## config.mk

```make
export PLATFORM = sky130hd
export DESIGN_NAME = approx_acc_8bit_flat
export DESIGN_NICKNAME = d
export VERILOG_FILES = /design/src/rtl/approx_acc_8bit_if.sv /design/src/rtl/approx_acc_8bit.sv /design/src/flat_wrapper.sv
export SDC_FILE = /design/constraint.sdc
export NUM_CORES = 1
export LEC_CHECK = 0
export ABC_CLOCK_PERIOD_IN_PS = 6100
export CORE_ASPECT_RATIO = 2
export CORE_MARGIN = 1.5
export CORE_UTILIZATION = 35
export DETAILED_ROUTE_END_ITERATION = 8
export PLACE_DENSITY = 0.67
export RECOVER_POWER = 100
export SLEW_MARGIN = 20
export SYNTH_ARGS = -nofsm -noshare
export SYNTH_HDL_FRONTEND = slang
export SYNTH_SLANG_ARGS = --single-unit
```

## constraint.sdc

```tcl
create_clock -name clk -period 6.1 [get_ports clk]
set_clock_uncertainty 0.1 [all_clocks]
set_input_delay 0.61 -clock clk [delete_from_list [all_inputs] [get_ports clk]]
set_output_delay 0.61 -clock clk [all_outputs]
set_load 0.01 [all_outputs]
```

## src/rtl/approx_acc_8bit_if.sv

```systemverilog
// Stream bundle for approx_acc_8bit: product input and result output channels,
// both using valid/ready handshakes.
interface approx_acc_8bit_if #(
    parameter int PROD_W = 8,
    parameter int ACC_W  = 12,
    parameter int CNT_W  = 5
);
    logic              in_valid;
    logic              in_ready;
    logic [PROD_W-1:0] in_prod;
    logic              in_last;
    logic              out_valid;
    logic              out_ready;
    logic [ACC_W-1:0]  out_sum;
    logic [CNT_W-1:0]  out_count;
    logic              out_sat;

    modport master (
        output in_valid, in_prod, in_last, out_ready,
        input  in_ready, out_valid, out_sum, out_count, out_sat
    );

    modport slave (
        input  in_valid, in_prod, in_last, out_ready,
        output in_ready, out_valid, out_sum, out_count, out_sat
    );
endinterface

```

## src/rtl/approx_acc_8bit.sv

```systemverilog
// Saturating streaming accumulator: sums up to LEN unsigned product terms per
// vector and presents the total, term count and saturation flag on a registered output.
//
//   state    | meaning
//   ---------+--------------------------------------------------
//   ST_EMPTY | no terms held, acc = 0 and cnt = 0
//   ST_ACCUM | at least one term of the current vector held
module approx_acc_8bit #(
    parameter int PROD_W = 8,
    parameter int ACC_W  = 12,
    parameter int LEN    = 16,
    localparam int CNT_W = $clog2(LEN + 1)
) (
    input  logic              clk,
    input  logic              rst_n,
    approx_acc_8bit_if.slave  bus
);
    localparam int SUM_W = ACC_W + 1;

    typedef enum logic {ST_EMPTY, ST_ACCUM} state_t;

    state_t             state_q, state_d;
    logic [ACC_W-1:0]   acc_q, acc_d;
    logic [CNT_W-1:0]   cnt_q, cnt_d;
    logic               sat_q, sat_d;
    logic               out_valid_q, out_valid_d;
    logic [ACC_W-1:0]   out_sum_q, out_sum_d;
    logic [CNT_W-1:0]   out_count_q, out_count_d;
    logic               out_sat_q, out_sat_d;

    logic               in_ready;
    logic               in_fire;
    logic               out_fire;
    logic               term_final;
    logic [SUM_W-1:0]   sum_w;
    logic               ovf;
    logic [ACC_W-1:0]   acc_n;
    logic [CNT_W-1:0]   cnt_n;

    // Ready depends only on the result slot, so a final term can always be taken
    // in the same cycle the pending result drains.
    assign in_ready   = !out_valid_q | bus.out_ready;
    assign in_fire    = bus.in_valid & in_ready;
    assign out_fire   = out_valid_q & bus.out_ready;
    assign term_final = bus.in_last | (cnt_q == CNT_W'(LEN - 1));

    assign sum_w = {1'b0, acc_q} + SUM_W'(bus.in_prod);
    assign ovf   = sum_w[ACC_W];
    assign acc_n = ovf ? '1 : sum_w[ACC_W-1:0];
    assign cnt_n = cnt_q + CNT_W'(1);

    always_ff @(posedge clk or negedge rst_n) begin
        if (!rst_n) begin
            state_q     <= ST_EMPTY;
            acc_q       <= '0;
            cnt_q       <= '0;
            sat_q       <= 1'b0;
            out_valid_q <= 1'b0;
            out_sum_q   <= '0;
            out_count_q <= '0;
            out_sat_q   <= 1'b0;
        end else begin
            state_q     <= state_d;
            acc_q       <= acc_d;
            cnt_q       <= cnt_d;
            sat_q       <= sat_d;
            out_valid_q <= out_valid_d;
            out_sum_q   <= out_sum_d;
            out_count_q <= out_count_d;
            out_sat_q   <= out_sat_d;
        end
    end

    always_comb begin
        state_d     = state_q;
        acc_d       = acc_q;
        cnt_d       = cnt_q;
        sat_d       = sat_q;
        out_valid_d = out_valid_q;
        out_sum_d   = out_sum_q;
        out_count_d = out_count_q;
        out_sat_d   = out_sat_q;

        case (state_q)
            ST_EMPTY: if (in_fire && !term_final) state_d = ST_ACCUM;
            ST_ACCUM: if (in_fire && term_final)  state_d = ST_EMPTY;
            default:  state_d = ST_EMPTY;
        endcase

        if (out_fire) out_valid_d = 1'b0;

        if (in_fire) begin
            if (term_final) begin
                // Publish overrides the drain so back-to-back vectors never bubble.
                out_valid_d = 1'b1;
                out_sum_d   = acc_n;
                out_count_d = cnt_n;
                out_sat_d   = sat_q | ovf;
                acc_d       = '0;
                cnt_d       = '0;
                sat_d       = 1'b0;
            end else begin
                acc_d = acc_n;
                cnt_d = cnt_n;
                sat_d = sat_q | ovf;
            end
        end
    end

    assign bus.in_ready  = in_ready;
    assign bus.out_valid = out_valid_q;
    assign bus.out_sum   = out_sum_q;
    assign bus.out_count = out_count_q;
    assign bus.out_sat   = out_sat_q;
endmodule

```

## src/flat_wrapper.sv

```systemverilog
// flat-port wrapper written by rule: the top's interface ports become plain ports
module approx_acc_8bit_flat 
#(
    parameter int PROD_W = 8,
    parameter int ACC_W  = 12,
    parameter int LEN    = 16,
    localparam int CNT_W = $clog2(LEN + 1)
)
  (clk, rst_n, bus_in_valid, bus_in_prod, bus_in_last, bus_out_ready, bus_in_ready, bus_out_valid, bus_out_sum, bus_out_count, bus_out_sat);
  approx_acc_8bit_if #(.PROD_W(PROD_W), .ACC_W(ACC_W), .CNT_W(5)) bus_i ();
  input  logic clk;
  input  logic rst_n;
  input wire logic [$bits(bus_i.in_valid)-1:0] bus_in_valid;
  input wire logic [$bits(bus_i.in_prod)-1:0] bus_in_prod;
  input wire logic [$bits(bus_i.in_last)-1:0] bus_in_last;
  input wire logic [$bits(bus_i.out_ready)-1:0] bus_out_ready;
  output wire logic [$bits(bus_i.in_ready)-1:0] bus_in_ready;
  output wire logic [$bits(bus_i.out_valid)-1:0] bus_out_valid;
  output wire logic [$bits(bus_i.out_sum)-1:0] bus_out_sum;
  output wire logic [$bits(bus_i.out_count)-1:0] bus_out_count;
  output wire logic [$bits(bus_i.out_sat)-1:0] bus_out_sat;
  assign bus_i.in_valid = bus_in_valid;
  assign bus_i.in_prod = bus_in_prod;
  assign bus_i.in_last = bus_in_last;
  assign bus_i.out_ready = bus_out_ready;
  assign bus_in_ready = bus_i.in_ready;
  assign bus_out_valid = bus_i.out_valid;
  assign bus_out_sum = bus_i.out_sum;
  assign bus_out_count = bus_i.out_count;
  assign bus_out_sat = bus_i.out_sat;
  approx_acc_8bit #(.PROD_W(PROD_W), .ACC_W(ACC_W), .LEN(LEN)) u_core (.clk(clk), .rst_n(rst_n), .bus(bus_i));
endmodule
```

==> results.py, run 1 <==
metrics = {
    "status": {
        "status": "finished with violations",
        "violations": "capacitance limit, slew limit",
    },
    "sta": {
        "maxSlewViolCount": 38,
        "final.min_clock_period_ns": 3.52,
        "fin_setup_tns_ns": 0,
        "max_slew_margin": -0.306,
        "period_share": 0.578,
        "max_freq_mhz": 284,
        "report.final.hold_viol_count": 0,
        "finalSetupViolations": 0,
        "rsz0062_at_grt": "false",
        "worst_pin_slew_ns": 1.96,
    },
    "placed_design": {
        "place_inst": 275,
        "gp_congestion": 0.863,
        "io_buffer_count": 32,
        "dp_hpwl_um": 2990,
    },
    "min_path": {
        "whs_endpoint": "u_core.bus.out_sat$_DFFE_PN0P_",
        "min_from": "u_core.bus.out_sat$_DFFE_PN0P_",
        "whs_path_depth": 2,
        "hp-class": "reg2reg",
    },
    "power": {
        "p_sw_frac": 0.346,
        "p_seq_frac": 0.429,
        "p_int_mw": 0.515,
        "p_per_area_mw_per_mm2": 343,
        "switching_power_mw": 0.272,
        "clkPwrFrac": 0.209,
        "ir_worst_vdd_mv": 0.174,
        "leakage_nw": 1.07,
        "p_comb_frac": 0.362,
    },
    "run": {
        "maxCapViolCount": 1,
    },
    "die": {
        "initial_core_util": 0.363,
        "dieArea_mm2": 0.00586,
        "row_count": 37,
        "die_y_um": 107,
        "die_w_um": 54.9,
        "pin_count": 33,
        "core_mm2": 0.00518,
    },
    "drt": {
        "avgRoutedWirePerCell_um": 14.1,
        "dr.pass1.iters": 4,
        "drt_wl_total_um": 4000,
        "vias": 1474,
        "antenna_left": 0,
        "drc_errors": 0,
        "via_per_inst": 5.21,
        "drtIter0Drc": 40,
    },
    "setup_path": {
        "r2r_cells": 8,
        "regToRegSetupSlack_ns": 3.08,
        "worstPathArrival_ns": 3.56,
        "setup.worst_path.start": "bus_in_prod[0]",
        "r2r_end": "u_core.bus.out_sum[6]$_DFFE_PN0P_",
        "worstReg2RegStart": "u_core.acc_q[0]$_DFFE_PN0P_",
        "required_ns": 6.14,
        "path_max_fanout": 8,
        "end_kind": "register",
        "start_kind": "input port",
        "worstSetupPathType": "in2reg",
    },
    "synthesis": {
        "synth.top_cells.by_area": "dfrtp_1 49%, ha_1 6.6%, o21ai_0 6.4%, nand2_1 6.4%, a21oi_1 3.7%",
        "ys_async_sr_fraction": 1.00,
        "syn_area_per_cell_um2": 9.81,
        "syn_nets": 216,
        "post_synth_num_cell_types": 43,
        "synthTopCellsByCount": "37 x dfrtp_1, 32 x nand2_1, 24 x o21ai_0",
        "yosysTopAreaCell": "dfrtp_1",
        "syn_inst": 192,
        "yosysWarnings": 0,
        "synth.top_cell.area_share": 0.491,
        "yosysMostFrequentCell": "dfrtp_1",
        "synth_top_flop_cell": "dfrtp_1",
        "synth_edf_count": 0,
        "yosysSeqAreaShare": 0.491,
        "syn_area_mm2": 0.00188,
        "ys_seq_elements": 37,
    },
    "finish": {
        "final_nets": 248,
        "syn_to_final_growth_pct": 21.8,
        "fillers": 528,
        "multiInputGateArea_um2": 890,
        "drive_above_1_share": 0.0622,
        "ff_latch_area_um2": 926,
        "finalNonFillerCells": 283,
        "antenna_cells": 0,
    },
    "cts": {
        "cts-root-buf": "clkbuf_8",
        "cts_setup_buffers": 0,
        "cts_buffer_depth": 2,
        "cts_tree": "done",
        "clock_latency_ns": 0.28,
        "clock_sinks": 37,
        "htree_levels": 2,
        "path_clk_slew_ns": 0.07,
        "cts_resized": 0,
        "numCtsBuffers": 5,
        "ctsHoldBuffers": 0,
    },
    "grt": {
        "top_usage_layer": "met2",
        "grt_use_total": 0.156,
        "grt_pass1_wl_um": 6650,
        "antenna_found_initial": 0,
        "use_met1": 0.198,
        "grt_use_met3": 0.0265,
        "overflow": 0,
        "grt_use_met2": 0.247,
        "grt_start_max_net_pins": 38,
        "grt_pass1_vias": 1425,
    },
}
[metal layers]
layer,part of all wire,wire length [um]
met1,0.42,1690
met2,0.53,2140
met3,0.027,106
met4,0.018,70
met5,0,0
[cells by family after synthesis]
group / share of synthesized area
XOR/XNOR: 0.0372
AO/OA/AOI/OAI: 0.190
AND/OR/NAND/NOR: 0.156
multiplexers: 0.0226
buffers and inverters: 0.0259
flip-flops: 0.491
adder cells (fa/ha/maj): 0.0770
[stage by stage]
stage          utilization  total power, mW  instance area [um^2]  setup WS [ns]  hold slack, ns
2_1_floorplan            -            0.526                  1880           3.52           0.214
3_3_place_gp         0.431            0.644                  2230           2.65           0.355
3_5_place_dp         0.431            0.650                  2230           2.56           0.362
4_1_cts              0.447            0.816                  2320           2.87           0.380
5_1_grt              0.443            0.844                  2300           2.36           0.392
6_report             0.443            0.787                  2300           2.58           0.368
[registers in the layout, indices dropped and copies added (netlist names)]
| register | cells |
|---|---|
| u_core.bus.out_sum | 12 |
| u_core.sat_q | 1 |
| u_core.bus.out_valid | 1 |
| u_core.bus.out_sat | 1 |
| u_core.acc_q | 12 |
| u_core.bus.out_count | 5 |
| u_core.cnt_q | 5 |
[how the worst max path moves through the flow]
stage               cells after the start                                  to
finish                                  9   u_core.bus.out_sum[6]$_DFFE_PN0P_
global route                            9   u_core.bus.out_sum[6]$_DFFE_PN0P_
CTS                                     6  u_core.bus.out_sum[11]$_DFFE_PN0P_
detailed placement                      6   u_core.bus.out_sum[5]$_DFFE_PN0P_
global placement                        6   u_core.bus.out_sum[5]$_DFFE_PN0P_
floorplan                               8   u_core.bus.out_sum[5]$_DFFE_PN0P_
[critical path, stage by stage]
cell and delay (ns):
dlygate4sd3_1 0.55, ha_1 0.24, fa_1 0.41, a21o_1 0.22, a221oi_1 0.40, o21ai_0 0.37, and2_0 0.42, nor2_1 0.24
o21ai_0 0.09
[power groups by stage]
stage / clock network [mW] / logic, mW / registers [mW]
6_report: 0.165 / 0.285 / 0.337
5_1_grt: 0.180 / 0.319 / 0.345
4_1_cts: 0.169 / 0.308 / 0.339
3_5_place_dp: 0 / 0.306 / 0.343
3_3_place_gp: 0 / 0.300 / 0.344
2_1_floorplan: 0 / 0.174 / 0.351
[cell usage in the layout (no fill, tap or decap), drive strengths merged, types with 4 or more instances in the layout]
cell type      Yosys  routed
a21oi             14      14
nand3              4       4
clkbuf             3       7
dfrtp             37      37
nand2             32      32
dlygate4sd3        0      22
a31oi              4       4
a21o               6       6
ha                10      10
clkdlybuf4s50      0       9
nor2              13      13
xnor2              6       6
o21ai             26      26
[final cells by class]
cell class	instances	share of cell area
Clock inverter	2	0.00436
Timing Repair Buffer	32	0.137
Multi-Input combinational cell	145	0.387
Inverter	3	0.00490
Clock buffer	6	0.0316
Sequential cell	37	0.403
Tap cell	58	0.0316
Power figures use the tool's default switching activity.
==> run 2, diff against run 1 <==
--- a/config.mk
+++ b/config.mk
@@ -5,7 +5,7 @@
 export SDC_FILE = /design/constraint.sdc
 export NUM_CORES = 1
 export LEC_CHECK = 0
-export ABC_CLOCK_PERIOD_IN_PS = 6100
+export ABC_CLOCK_PERIOD_IN_PS = 3450
 export CORE_ASPECT_RATIO = 2
 export CORE_MARGIN = 1.5
 export CORE_UTILIZATION = 35
==> constraint.sdc (replaced) <==
create_clock -name clk -period 3.45 [get_ports clk]
set_clock_uncertainty 0.1 [all_clocks]
set_input_delay 0.345 -clock clk [delete_from_list [all_inputs] [get_ports clk]]
set_output_delay 0.345 -clock clk [all_outputs]
set_load 0.01 [all_outputs]
==> run 2 against run 1 <==
Compared with the run above: the flow still finishes with violations (capacitance limit, slew limit); highest routed layer unchanged; die area unchanged; sequential cell count unchanged; via count up 0.95%.
==> results.py, run 2 (synthesis results as in run 1) <==
metrics = {
    "grt": {
        "grt_start_max_net_pins": 38,
        "grt_use_total": 0.164,
        "antenna_found_initial": 0,
        "overflow": 0,
        "grt_pass1_wl_um": 6880,
        "grt_pass1_vias": 1470,
    },
    "cts": {
        "path_clk_slew_ns": 0.07,
        "clock_latency_ns": 0.28,
        "cts_setup_buffers": 0,
        "cts-root-buf": "clkbuf_8",
        "cts_tree": "done",
        "cts_buffer_depth": 2,
        "htree_levels": 2,
        "cts_resized": 0,
        "clock_sinks": 37,
        "ctsHoldBuffers": 0,
        "numCtsBuffers": 5,
    },
    "sta": {
        "period_share": 0.824,
        "report.final.hold_viol_count": 0,
        "final.min_clock_period_ns": 2.84,
        "setup_ws_ns": 0.609,
        "worst_pin_slew_ns": 1.97,
        "rsz0062_at_grt": "false",
        "maxSlewViolCount": 38,
        "max_freq_mhz": 352,
        "finalSetupViolations": 0,
        "fin_setup_tns_ns": 0,
        "hold-worst-slack_ns": 0.369,
        "max_slew_margin": -0.315,
    },
    "drt": {
        "drc_errors": 0,
        "avgRoutedWirePerCell_um": 14.1,
        "drtIter0Drc": 30,
        "dr.pass1.iters": 4,
        "drt_wl_total_um": 4030,
        "via_per_inst": 5.22,
        "vias": 1488,
        "antenna_left": 0,
    },
    "power": {
        "p_seq_frac": 0.431,
        "p_per_area_mw_per_mm2": 598,
        "p_comb_frac": 0.368,
        "switching_power_mw": 0.478,
        "p_int_mw": 0.909,
        "clkPwrFrac": 0.201,
        "p_sw_frac": 0.344,
        "ir_worst_vdd_mv": 0.396,
        "power.total_mw": 1.39,
        "leakage_nw": 1.08,
    },
    "placed_design": {
        "dp_hpwl_um": 3010,
        "io_buffer_count": 32,
        "gp_congestion": 0.900,
        "post_dp_cell_area_mm2": 0.00226,
        "pre_cts_ws_ns": 0.474,
    },
    "die": {
        "pin_count": 33,
        "die_y_um": 107,
        "dieArea_mm2": 0.00586,
        "initial_core_util": 0.363,
        "core_mm2": 0.00518,
        "die_w_um": 54.9,
        "row_count": 37,
    },
    "status": {
        "status": "finished with violations",
        "violations": "capacitance limit, slew limit",
    },
    "finish": {
        "layout_common_cells": "37 x dfrtp_1, 32 x nand2_1, 25 x o21ai_0",
        "drive_above_1_share": 0.0749,
        "antenna_cells": 0,
        "final_nets": 252,
        "final_area_mm2": 0.00232,
        "fillers": 525,
        "final_common_cell": "dfrtp_1",
        "syn_to_final_growth_pct": 23.0,
    },
    "run": {
        "maxCapViolCount": 1,
    },
    "setup_path": {
        "required_ns": 3.50,
        "worstPathArrival_ns": 2.89,
        "worstSetupPathType": "in2reg",
        "start_kind": "input port",
        "end_kind": "register",
        "path_max_fanout": 8,
    },
    "min_path": {
        "hp-class": "reg2reg",
    },
}
==> run 2: critical path: stages <==
cell and delay (ns):
clkdlybuf4s50_1 0.41, ha_1 0.23, fa_1 0.41, a21o_1 0.21
a221oi_1 0.43, o21ai_2 0.20, and2_0 0.33, a22oi_1 0.22
o21ai_0 0.11
==> run 2: power groups by stage <==
stage	registers [mW]	clock network [mW]	logic (mW)
after floorplan	0.621	0	0.308
after global placement	0.606	0	0.537
after detailed placement	0.609	0	0.546
after CTS	0.602	0.285	0.548
after global routing	0.611	0.301	0.583
final	0.598	0.279	0.510
==> run 2: cell type report <==
class                   instances  area [um^2]  share of cell area
flip-flops and latches         37          926               0.400
multi-input cells             145          893               0.386
repair buffers                 36          340               0.147
well taps                      58         72.6              0.0313
clock buffers                   5         68.8              0.0297
inverters                       3         11.3             0.00486
clock inverters                 1         5.00             0.00216
==> run 2: routing by layer <==
layer,vias to the layer above,share of wire,global-route usage
li1,748,-,-
met4,0,0.026,0.0768
met1,707,0.41,0.198
met5,-,0,0
met3,8,0.027,0.0334
met2,25,0.53,0.265
==> run 2: through the flow <==
| stage | cells | utilization |
|---|---|---|
| 6_report | 285 | 0.447 |
| 2_1_floorplan | 192 | - |
| 3_5_place_dp | 279 | 0.437 |
| 5_1_grt | 285 | 0.447 |
| 3_3_place_gp | 279 | 0.437 |
| 4_1_cts | 285 | 0.451 |
==> run 2: path summary, 6_finish.rpt <==
| path | slack [ns] | to | cells past startpoint | from |
|---|---|---|---|---|
| setup reg to reg | 0.72 | u_core.acc_q[7]$_DFFE_PN0P_ | 8 | u_core.acc_q[0]$_DFFE_PN0P_ |
| hold / removal | 0.37 | u_core.bus.out_sat$_DFFE_PN0P_ | 2 | u_core.bus.out_sat$_DFFE_PN0P_ |
| setup / recovery | 0.61 | u_core.acc_q[7]$_DFFE_PN0P_ | 9 | bus_in_prod[0] |
| hold reg to reg | 0.37 | u_core.bus.out_sat$_DFFE_PN0P_ | 2 | u_core.bus.out_sat$_DFFE_PN0P_ |
| max in group asynchronous | 1.61 | u_core.bus.out_sat$_DFFE_PN0P_ | 1 | rst_n |
| min in group asynchronous | 0.51 | u_core.acc_q[4]$_DFFE_PN0P_ | 1 | rst_n |
